==> src/rtl/alu_pkg.sv <==
// Shared definitions for the ALU and its round-robin front end.
// Holds the opcodes, the opcode legality test and the arbiter FSM states.
package alu_pkg;

   localparam logic [2:0] OP_ADD  = 3'b000;
   localparam logic [2:0] OP_SUB  = 3'b001;
   localparam logic [2:0] OP_AND  = 3'b010;
   localparam logic [2:0] OP_OR   = 3'b011;
   localparam logic [2:0] OP_NOTA = 3'b100;

   typedef enum logic [1:0] {
      IDLE = 2'd0,
      EXEC = 2'd1,
      RESP = 2'd2
   } state_t;

   // Opcodes 101..111 are reserved and produce an error response.
   function automatic logic isLegalOp(input logic [2:0] op);
      return (op <= OP_NOTA);
   endfunction

endpackage

==> src/rtl/alu.sv <==
// Purely combinational 8-bit ALU: ADD, SUB, AND, OR, NOT A.
// ADD/SUB wrap modulo 2^WIDTH; reserved opcodes yield zero.
module alu
   import alu_pkg::*;
#(
   parameter int WIDTH = 8
) (
   input  logic [WIDTH-1:0] i_a,
   input  logic [WIDTH-1:0] i_b,
   input  logic [2:0]       i_op,
   output logic [WIDTH-1:0] o_result
);

   always_comb begin
      o_result = '0;
      case (i_op)
         OP_ADD:  o_result = i_a + i_b;
         OP_SUB:  o_result = i_a - i_b;
         OP_AND:  o_result = i_a & i_b;
         OP_OR:   o_result = i_a | i_b;
         OP_NOTA: o_result = ~i_a;
         default: o_result = '0;
      endcase
   end

endmodule

==> src/rtl/alu_rr_arbiter_rr_pick.sv <==
// Combinational round-robin search: first active request strictly after
// the last grant, wrapping around, reported as one-hot and as an index.
module rr_pick #(
   parameter int N_REQ = 4,
   parameter int IDX_W = $clog2(N_REQ)
) (
   input  logic [N_REQ-1:0] i_req,
   input  logic [IDX_W-1:0] i_last,
   output logic [N_REQ-1:0] o_grant,
   output logic [IDX_W-1:0] o_index,
   output logic             o_any
);

   logic [IDX_W:0]   w_sum;
   logic [IDX_W-1:0] w_cand;

   // The extra sum bit covers last+k up to 2*N_REQ-1 before the wrap.
   always_comb begin
      o_grant = '0;
      o_index = '0;
      o_any   = 1'b0;
      w_sum   = '0;
      w_cand  = '0;
      for (int k = 1; k <= N_REQ; k++) begin
         w_sum = {1'b0, i_last} + (IDX_W+1)'(k);
         if (w_sum >= (IDX_W+1)'(N_REQ)) begin
            w_sum = w_sum - (IDX_W+1)'(N_REQ);
         end
         w_cand = w_sum[IDX_W-1:0];
         if (!o_any && i_req[w_cand]) begin
            o_any           = 1'b1;
            o_grant[w_cand] = 1'b1;
            o_index         = w_cand;
         end
      end
   end

endmodule

==> src/rtl/alu_rr_arbiter.sv <==
// Round-robin front end sharing one ALU among N_REQ requesters with
// valid/ready handshakes; operands and result are registered around the ALU.
module alu_rr_arbiter
   import alu_pkg::*;
#(
   parameter int N_REQ = 4,
   parameter int WIDTH = 8
) (
   input  logic                   clk,
   input  logic                   rst,
   input  logic [N_REQ-1:0]       req_valid,
   output logic [N_REQ-1:0]       req_ready,
   input  logic [N_REQ*WIDTH-1:0] req_a,
   input  logic [N_REQ*WIDTH-1:0] req_b,
   input  logic [N_REQ*3-1:0]     req_op,
   output logic [N_REQ-1:0]       rsp_valid,
   input  logic [N_REQ-1:0]       rsp_ready,
   output logic [WIDTH-1:0]       rsp_result,
   output logic                   rsp_err,
   output logic                   busy
);

   localparam int IDX_W = $clog2(N_REQ);
   localparam logic [IDX_W-1:0] LAST_INIT = IDX_W'(N_REQ - 1);

   state_t r_state;
   state_t w_nextState;

   logic [IDX_W-1:0] r_lastGrant;
   logic [WIDTH-1:0] r_a;
   logic [WIDTH-1:0] r_b;
   logic [2:0]       r_op;
   logic [WIDTH-1:0] r_result;
   logic             r_err;

   logic [N_REQ-1:0] w_pickGrant;
   logic [IDX_W-1:0] w_pickIdx;
   logic             w_pickAny;
   logic             w_accept;
   logic [WIDTH-1:0] w_aluResult;

   logic [WIDTH-1:0] w_aArr  [N_REQ];
   logic [WIDTH-1:0] w_bArr  [N_REQ];
   logic [2:0]       w_opArr [N_REQ];

   for (genvar g = 0; g < N_REQ; g++) begin : g_unpack
      assign w_aArr[g]  = req_a[g*WIDTH +: WIDTH];
      assign w_bArr[g]  = req_b[g*WIDTH +: WIDTH];
      assign w_opArr[g] = req_op[g*3 +: 3];
   end

   rr_pick #(
      .N_REQ (N_REQ),
      .IDX_W (IDX_W)
   ) u_pick (
      .i_req   (req_valid),
      .i_last  (r_lastGrant),
      .o_grant (w_pickGrant),
      .o_index (w_pickIdx),
      .o_any   (w_pickAny)
   );

   alu #(
      .WIDTH (WIDTH)
   ) u_alu (
      .i_a      (r_a),
      .i_b      (r_b),
      .i_op     (r_op),
      .o_result (w_aluResult)
   );

   always_ff @(posedge clk) begin
      if (rst) begin
         r_state <= IDLE;
      end else begin
         r_state <= w_nextState;
      end
   end

   // Grants are gated by rst so nothing is accepted during a reset cycle.
   always_comb begin
      w_nextState = r_state;
      req_ready   = '0;
      rsp_valid   = '0;
      w_accept    = 1'b0;
      case (r_state)
         IDLE: begin
            if (w_pickAny && !rst) begin
               req_ready   = w_pickGrant;
               w_accept    = 1'b1;
               w_nextState = EXEC;
            end
         end
         EXEC: begin
            w_nextState = RESP;
         end
         RESP: begin
            rsp_valid[r_lastGrant] = 1'b1;
            if (rsp_ready[r_lastGrant]) begin
               w_nextState = IDLE;
            end
         end
         default: begin
            w_nextState = IDLE;
         end
      endcase
   end

   // The last-grant register doubles as the index of the requester being served.
   always_ff @(posedge clk) begin
      if (rst) begin
         r_lastGrant <= LAST_INIT;
         r_a         <= '0;
         r_b         <= '0;
         r_op        <= '0;
         r_result    <= '0;
         r_err       <= 1'b0;
      end else begin
         if (w_accept) begin
            r_lastGrant <= w_pickIdx;
            r_a         <= w_aArr[w_pickIdx];
            r_b         <= w_bArr[w_pickIdx];
            r_op        <= w_opArr[w_pickIdx];
         end
         if (r_state == EXEC) begin
            r_result <= isLegalOp(r_op) ? w_aluResult : '0;
            r_err    <= !isLegalOp(r_op);
         end
      end
   end

   assign rsp_result = r_result;
   assign rsp_err    = r_err;
   assign busy       = (r_state != IDLE);

endmodule

==> config.mk <==
export PLATFORM = sky130hd
export DESIGN_NAME = alu_rr_arbiter
export DESIGN_NICKNAME = d
export VERILOG_FILES = /design/src/rtl/alu_pkg.sv /design/src/rtl/alu.sv /design/src/rtl/alu_rr_arbiter_rr_pick.sv /design/src/rtl/alu_rr_arbiter.sv
export SDC_FILE = /design/constraint.sdc
export NUM_CORES = 1
export LEC_CHECK = 0
export CAP_MARGIN = 30
export CORE_UTILIZATION = 45
export CTS_BUF_LIST = sky130_fd_sc_hd__clkbuf_4
export CTS_CLUSTER_DIAMETER = 40
export DETAILED_ROUTE_END_ITERATION = 7
export PLACE_DENSITY = 0.86
export SLEW_MARGIN = 15
export SYNTH_ARGS = -nofsm -noshare
export SYNTH_HDL_FRONTEND = slang
export SYNTH_SLANG_ARGS = --single-unit
==> constraint.sdc <==
create_clock -name clk -period 8.77 [get_ports clk]
set_input_delay 2.631 -clock clk [delete_from_list [all_inputs] [get_ports clk]]
set_output_delay 2.631 -clock clk [all_outputs]
set_load 0.05 [all_outputs]
==> impl_metrics.env <==
export IMPL_outcome="finished, final reports clean"
export IMPL_hold_buffers=0
export IMPL_rr_worst_depth=9
export IMPL_antenna_found_initial=0
export IMPL_tritoncts="yes"
export IMPL_fillerInstances=517
export IMPL_gp_congestion=0.9346
export IMPL_overflow=0
export IMPL_holdCritPathClass="flop to flop"
export IMPL_endpoint="req_ready[1]"
export IMPL_grt_pass1_vias=2703
export IMPL_clock_fmax_mhz=126.9
export IMPL_r2r_end="r_a[2]$_SDFFE_PP0P_"
export IMPL_die_width_um=81.90
export IMPL_irDropWorstVdd_mv=0.2068
export IMPL_synth_top_area_share_pct=22.30
export IMPL_powerDensity_nw_per_um2=312.8
export IMPL_async_reset_ff_share_pct=0
export IMPL_seq_area_frac_synth_pct=22.30
export IMPL_cap_violations=0
export IMPL_post_route_cells_drive_above_1_share_pct=8.557
export IMPL_avgSynthCellArea_um2=9.091
export IMPL_ys_types=54
export IMPL_wirelength_mm=7.347
export IMPL_htreeDepth=2
export IMPL_synth_ff_type="dfxtp_1"
export IMPL_synthCells=316
export IMPL_grt_total_usage_pct=23.36
export IMPL_r2r_start="r_lastGrant[0]$_SDFFE_PP1P_"
export IMPL_post_cts_buffers=0
export IMPL_drtIter0Drc=136
export IMPL_avgViaCountPerCell=5.688
export IMPL_yosys_top_cells_area="dfxtp_1 22%, mux2i_1 15%, ha_1 6.1%"
export IMPL_cts_sinks=32
export IMPL_r2r_setup_slack_ns=5.07
export IMPL_synthToLayoutAreaGrowth_pct=37.94
export IMPL_cts_inserted_buffers=5
export IMPL_wl_per_cell_um=15.18
export IMPL_cts_resized=0
export IMPL_worstSetupPathType="input port to primary output"
export IMPL_die_h_um=81.90
export IMPL_drt_pass1_iter_count=5
export IMPL_dp_hpwl_mm=5.820
export IMPL_worstSkewPairLatency_ns=0.33
export IMPL_postRouteAntennaNets=0
export IMPL_rows=28
export IMPL_final_core_util_pct=65.76
export IMPL_crit_path_end_kind="primary output"
export IMPL_cts_root_buffer="clkbuf_4"
export IMPL_critPathRequiredTime_ns=6.14
export IMPL_diodes=0
export IMPL_multi_input_area_um2=2062
export IMPL_crit_fanout=9
export IMPL_ios=104
export IMPL_syn_area_um2=2873
export IMPL_finalCritPeriodShare_pct=89.89
export IMPL_fin_nets=509
export IMPL_start_kind="input port"
export IMPL_synth_net_count=417
export IMPL_skew_ns=0.002878
export IMPL_synth_edf_count=0
export IMPL_seq_area_um2=640.6
export IMPL_fin_total_pwr_mw=1.239
export IMPL_initial_utilization_pct=47.67
export IMPL_grt_pass1_wl_mm=12.07
export IMPL_worstMarginPinSlew_ns=0.8700
export IMPL_drc_errors=0
export IMPL_die_area_um2=6708
export IMPL_final_setup_tns_ns=0
export IMPL_core_area_um2=6026
export IMPL_rsz0062_at_grt="no"
export IMPL_crit_start="req_valid[1]"
export IMPL_grt_max_degree=39
export IMPL_synth_warnings=0
export IMPL_portBuffers=103
export IMPL_relSlewSlack_pct=42.00
export IMPL_clockBufferDepth=2
export IMPL_synth_area_leader_cell="dfxtp_1"
export IMPL_finalHoldViolations=0
export IMPL_crit_arrival_ns=5.25
export IMPL_finalCriticalPeriod_ns=7.883
export IMPL_slew_violations=0
export IMPL_clk_pin_slew_ns=0.10
export IMPL_synth_seq_cells=32
export IMPL_vias=2753
export IMPL_final_setup_viol_count=0
export IMPL_cellLeakagePower_nw=1.509
## cell usage in the layout, fill, tap and decap left out, types with 2 or more instances in the layout
cell               n
clkdlybuf4s50_1  103
mux2i_1           42
dfxtp_1           32
nor2_1            25
nand3b_1          20
a21oi_1           18
nand2_1           15
ha_1              14
o221ai_2          11
o21ai_0           10
inv_1              9
nor2b_1            8
xnor2_1            8
o221ai_1           8
nor3_1             7
and2_1             5
a221oi_1           5
maj3_1             5
clkbuf_4           5
xor2_1             4
a222oi_1           4
nand2b_1           4
a31oi_1            3
mux4_2             3
o21a_1             3
a22oi_1            3
buf_4              3
or2_1              2
and3b_1            2
or2_2              2
o22ai_1            2
clkinv_1           2
## state kept, by name, summed over array words and instances (netlist names)
register	count
r_state	2
rsp_err	1
rsp_result	8
r_b	8
r_a	8
r_lastGrant	2
r_op	3
## worst max-delay path: stages
cell             delay [ns]
clkdlybuf4s50_1        0.68
mux2i_1                0.17
mux2i_2                0.37
and2b_4                0.27
a222oi_1               0.31
a21oi_1                0.11
clkdlybuf4s50_1        0.71
## per-layer routing
layer / part of all wire [%] / GRT usage, % / up-vias
met4: 2.1 / 7.895 / 0
met5: 0 / 0 / -
met1: 40 / 24.58 / 1254
met3: 5.2 / 4.222 / 13
li1: - / - / 1380
met2: 52 / 45.70 / 106
## synth_stat cells, types with 2 or more instances
cell type,instances
buf_6,4
or2_2,2
or2_1,2
nand2_1,15
o22ai_1,2
a31oi_1,3
maj3_1,5
mux4_2,3
nor3_1,7
nand2b_1,4
o21ai_0,10
inv_1,9
ha_1,14
and3b_1,2
and2_1,5
a22oi_1,3
o221ai_2,11
mux2i_1,42
xor2_1,4
o21a_1,3
buf_2,3
nor2_1,25
nor2b_1,8
a221oi_1,5
a222oi_1,4
o221ai_1,8
dfxtp_1,32
buf_4,3
a21oi_1,18
nand3b_1,20
xnor2_1,8
clkbuf_1,10
## cells by family (layout without fill, tap and decap cells)
group	count (synthesis)	after routing	share of synthesized area, %
AND/OR/NAND/NOR	97	97	19.03
multiplexers	46	46	17.46
AO/OA/AOI/OAI	78	78	22.82
XOR/XNOR	12	12	3.659
flip-flops	32	32	22.30
buffers and inverters	31	124	6.184
adder cells (fa/ha/maj)	20	20	8.537
## final cells by class
| class | instances | share of cell area [%] |
|---|---|---|
| clock buffer | 5 | 0.9473 |
| clock inverter | 3 | 0.9473 |
| inverter | 10 | 0.9473 |
| multi-input combinational | 253 | 52.04 |
| sequential | 32 | 16.17 |
| tap | 75 | 2.368 |
| timing repair buffer | 106 | 26.59 |
## how the worst min path moves through the flow
stage	from	endpoint	cells after the start
after floorplan	r_a[3]$_SDFFE_PP0P_	r_a[3]$_SDFFE_PP0P_	2
after global placement	rsp_result[4]$_SDFFE_PP0N_	rsp_result[4]$_SDFFE_PP0N_	2
after detailed placement	rsp_result[3]$_SDFFE_PP0N_	rsp_result[3]$_SDFFE_PP0N_	2
after CTS	rsp_result[3]$_SDFFE_PP0N_	rsp_result[3]$_SDFFE_PP0N_	2
after global routing	rsp_result[3]$_SDFFE_PP0N_	rsp_result[3]$_SDFFE_PP0N_	2
final	rsp_result[3]$_SDFFE_PP0N_	rsp_result[3]$_SDFFE_PP0N_	2
## per-stage QoR
step	hold slack (ns)	cell area, µm²	setup slack, ns	std cells
global placement	0.4495	3887	1.024	476
floorplan	0.5086	2873	1.725	316
global route	0.5039	3963	0.7870	484
CTS	0.4684	3963	0.8905	484
finish	0.4625	3963	0.8869	484
detailed placement	0.4547	3887	0.9060	476
## power by group
group,internal [mW],switching [mW]
sequential,0.192,0.0714
combinational,0.414,0.454
clock,0.0582,0.0499
Power figures use the tool's default switching activity.
==> patch 1: new RTL, same flow settings <==
Re-encode `state_t` (3 states) as one-hot, 3 bits wide.
--- a/src/rtl/alu_pkg.sv
+++ b/src/rtl/alu_pkg.sv
@@ -9,8 +9,8 @@
    localparam logic [2:0] OP_NOTA = 3'b100;
 
-   typedef enum logic [1:0] {
-      IDLE = 2'd0,
-      EXEC = 2'd1,
-      RESP = 2'd2
+   typedef enum logic [2:0] {
+      IDLE = 3'b001,
+      EXEC = 3'b010,
+      RESP = 3'b100
    } state_t;
 
Check against the original RTL: no difference found for any inputs over 10 cycles, from zero or initial values and one cycle with rst high; not proved beyond that.
==> patch 1 against the unedited design <==
  * Area after synthesis down 3.0%
  * Hold slack improved by 7.3 ps
  * Cell area fell by 2.1%
  * Setup slack better by 22 ps
  * Routed wire length fell by 1.0%
  * Total power up 1.3%
  * Sequential cell count rose by 1
  * Non-clock buffer count unchanged
  * Maximum frequency rose by 0.28%
  * Clock power fell by 23%
  * Largest power group unchanged
==> patch 1: results (changes against the unedited design) <==
Critical Path Fanout Max 8 (-1); Slew @ Worst Pin 810 ps (-60.5 ps); sequential share of the synthesized area 23.7% (+1.4 points); vias in the first global route 2817 (+4.2%); commonest cells in the netlist mux2i_1 (38), nand2_1 (38), dfxtp_1 (33); nets 521 (+2.4%); reg2reg setup slack 5420 ps (+350 ps); compound-cell area share of the yosys netlist 23.8% (+1.0 points); Register-to-Register Path Depth 8 (-1); Peak VDD IR 0.242 mV (+17%); Placed Area 3810 um2 (-1.9%); GR Util met1 27.1% (+2.5 points); library cells used by synthesis 50 (-7.4%); Area contributors post-synth dfxtp_1 (24%), mux2i_1 (14%), ha_1 (6.3%), o221ai_2 (5.4%), nand2_1 (5.1%); initial drt markers 98 (-28%); Lkg Pwr 1.49 nW (-1.3%); Hold Path Sink rsp_result[3]; global-route usage over all layers 24.0% (+0.66 points); Worst Skew 8.62 ps (+5.74 ps); met3 Use GR 4.43% (+0.21 points); GR Util met2 43.5% (-2.2 points); R2R Path End r_b[3]; Slowest Stage Delay on Critical Path 820 ps (+110 ps); largest net degree at the start of global routing 27 (-31%); Routed WL per cell 14.7 um (-3.4%); first-pass GRT wire length 12200 um (+1.2%); outcome finished, final reports clean; vias per inst 5.65 (-0.65%); Mapped Nets 428 (+2.6%); Adder-Cell Fraction of Synth Area 8.44% (-0.099 points); worst slack, placed 937 ps (+30.8 ps); routability cong. 0.920 (-1.5%)
## patch 1: cells by family after synthesis
| group | count (synthesis) |
|---|---|
| xor gates and xnor gates | 11 |
| buffers and inverters | 30 |
| DFF | 33 |
| and+or+nand+nor | 105 |
| muxes | 42 |
| AOI/OAI and AO/OA | 87 |
| adders and majority gates | 19 |
## patch 1: layout make-up
cell class | instances | area (um2)
fill | 514 | 2070
multi-input combinational | 264 | 1960
timing repair buffer | 106 | 1070
sequential | 33 | 661
tap | 75 | 93.8
clock buffer | 6 | 45.0
inverter | 10 | 37.5
clock inverter | 2 | 10.0
## patch 1: how the worst max path moves through the flow
stage | startpoint | to | slack [ps] | cells after the start
5_1_grt | req_valid[2] | req_ready[1] | 790 | 6
6_report | req_valid[2] | req_ready[3] | 910 | 6
3_3_place_gp | req_valid[2] | req_ready[1] | 1010 | 6
3_5_place_dp | req_valid[2] | req_ready[3] | 940 | 6
2_1_floorplan | req_valid[3] | req_ready[1] | 1660 | 5
4_1_cts | req_valid[2] | req_ready[3] | 940 | 6
## patch 1: critical path, delay by kind of cell
family                 cells  cell delay, ps
buffers and inverters      2            1370
AO/OA/AOI/OAI              2             250
AND/OR/NAND/NOR            1             340
multiplexers               1             620
## patch 1: layer usage
metal	routed length, um	up-vias	part of all wire, %
met2	3650	109	50
met4	209	0	2.9
met5	0	-	0
met3	368	18	5.1
li1	-	1396	-
met1	3040	1280	42
## patch 1: metrics by stage
| stage | utilization, % | cells |
|---|---|---|
| 2_1_floorplan | - | 327 |
| 3_3_place_gp | 63.6 | 485 |
| 3_5_place_dp | 64.1 | 487 |
| 4_1_cts | 65.0 | 495 |
| 5_1_grt | 65.2 | 496 |
| 6_report | 65.2 | 496 |
## patch 1: where the power goes
group | internal [mW] | total (mW) | switching [mW]
logic | 0.441 | 0.909 | 0.468
clock network | 0.0336 | 0.0836 | 0.0500
registers | 0.192 | 0.263 | 0.0714
total | 0.666 | 1.26 | 0.590
==> patch 2: new RTL, same settings <==
Made on the original files. `N_REQ` is set to 4 in 2 places; all go to 8.
--- a/src/rtl/alu_rr_arbiter_rr_pick.sv
+++ b/src/rtl/alu_rr_arbiter_rr_pick.sv
@@ -2,5 +2,5 @@
 // the last grant, wrapping around, reported as one-hot and as an index.
 module rr_pick #(
-   parameter int N_REQ = 4,
+   parameter int N_REQ = 8,
    parameter int IDX_W = $clog2(N_REQ)
 ) (
--- a/src/rtl/alu_rr_arbiter.sv
+++ b/src/rtl/alu_rr_arbiter.sv
@@ -4,5 +4,5 @@
    import alu_pkg::*;
 #(
-   parameter int N_REQ = 4,
+   parameter int N_REQ = 8,
    parameter int WIDTH = 8
 ) (
Interface: changed (7 resized); port bits go from 104 to 196. No check against the original RTL was run, so the function may have changed too.
==> patch 2 against the unedited design <==
  * Highest routed layer unchanged
  * Hold slack improved by 2.8 ps
  * Area after synthesis grew 70%
  * Setup slack worse by 510 ps
  * Via count increased by 93%
  * Routed wire length increased by 120%
  * Clock skew rose by 9.8 ps
  * Total power grew to 2.6 times the old value
  * Cell count grew 82%
  * Count of clock-buffer cells in the layout stayed put
  * Cell area up 76%
  * Sequential cell count is 1 higher
==> patch 2: results (changes against the unedited design) <==
CTS H-tree depth 2 (unchanged); met2 WL 7720 um (+100%); drt pass-1 iters 5 (unchanged); library cells used by synthesis 66 (+22%); R2R Path Start r_lastGrant[1]; diode count 0 (unchanged); HPWL after detailed placement 12700 um (+120%); reg2reg setup slack 3460 ps (-1610 ps); vias per inst 6.06 (+6.5%); HP Start rsp_result[6]; P_clk 86.5 uW (-20%); metal1 wirelength 7170 um (+140%); global-route usage over all layers 28.2% (+4.8 points); Worst Skew 12.7 ps (+9.84 ps); net switching power 1.78 mW (+210%); Lkg Pwr 2.70 nW (+79%); Hold Crit Class reg2reg; initial antenna violation count 0 (unchanged); sequential share of the synthesized area 13.6% (-8.7 points); total CTS buffers 5 (unchanged); first-pass GRT wire length 25400 um (+110%); vias in the first global route 5072 (+88%); outcome finished, final reports clean; commonest cells in the netlist mux2i_1 (58), nor2_1 (54), a211oi_1 (39); Slew @ Worst Pin 892 ps (+21.9 ps); met3 wire len 1030 um (+170%); Placed Area 6910 um2 (+78%); Hold Path Sink rsp_result[6]; layout cells sized above 1 10.5% (+1.9 points); initial drt markers 286 (+110%); R2R Path End r_a[0]; Mapped Nets 766 (+84%); worst slack, placed 407 ps (-499 ps); nets 929 (+83%); Slowest Stage Delay on Critical Path 610 ps (-100 ps); Sw Share 54.5% (+8.1 points); worst-skew pair later-pin latency 360 ps (+30 ps); Area contributors post-synth dfxtp_1 (14%), mux2i_1 (12%), mux4_2 (7.4%), a211oi_1 (6.0%), a211o_1 (5.8%); Reg clk slew, reported paths approximately 110 ps; Mapped Cells 579 (+83%); Peak VDD IR 0.772 mV (+270%); CP top delay family compound AO/OA/AOI/OAI gates; Worst Setup SP req_valid[4]; Worst Path Arrival 5760 ps (+510 ps); worst setup margin 377 ps (-510 ps); sequential cell power 310 uW (+18%); Hold WS 465 ps (+2.82 ps); CP max stage cell mux4_2; Register-to-Register Path Depth 14 (+5); largest net degree at the start of global routing 76 (+95%); input/output buffers 195 (+89%); Worst setup endpoint req_ready[5]; Critical Path Fanout Max 8 (-1); DP Cell Count 870 (+83%); total wire length 16200 um (+120%); routability cong. 0.913 (-2.3%); total vias in the final route 5325 (+93%)
[patch 2: cells by family (layout without fill, tap and decap cells)]
family,after synthesis,after routing,share of synthesized area (%)
multiplexers,83,83,21.5
buffers and inverters,68,232,6.94
XOR/XNOR,13,13,2.34
AO/OA/AOI/OAI,217,217,36.7
AND/OR/NAND/NOR,146,146,14.0
adder cells (fa/ha/maj),19,19,4.93
flip-flops,33,33,13.6
[patch 2: metal layers]
layer  GRT usage, %  vias to the layer above
met4           6.85                        0
met3           4.78                       21
met2           47.7                      205
li1               -                     2551
met5              0                        -
met1           37.2                     2548
[patch 2: layout make-up]
| class | count | area [um2] |
|---|---|---|
| Clock buffer | 5 | 37.5 |
| Clock inverter | 3 | 17.5 |
| Fill cell | 846 | 3430 |
| Inverter | 21 | 78.8 |
| Multi-Input combinational cell | 478 | 3910 |
| Sequential cell | 33 | 661 |
| Tap cell | 136 | 170 |
| Timing Repair Buffer | 203 | 2110 |
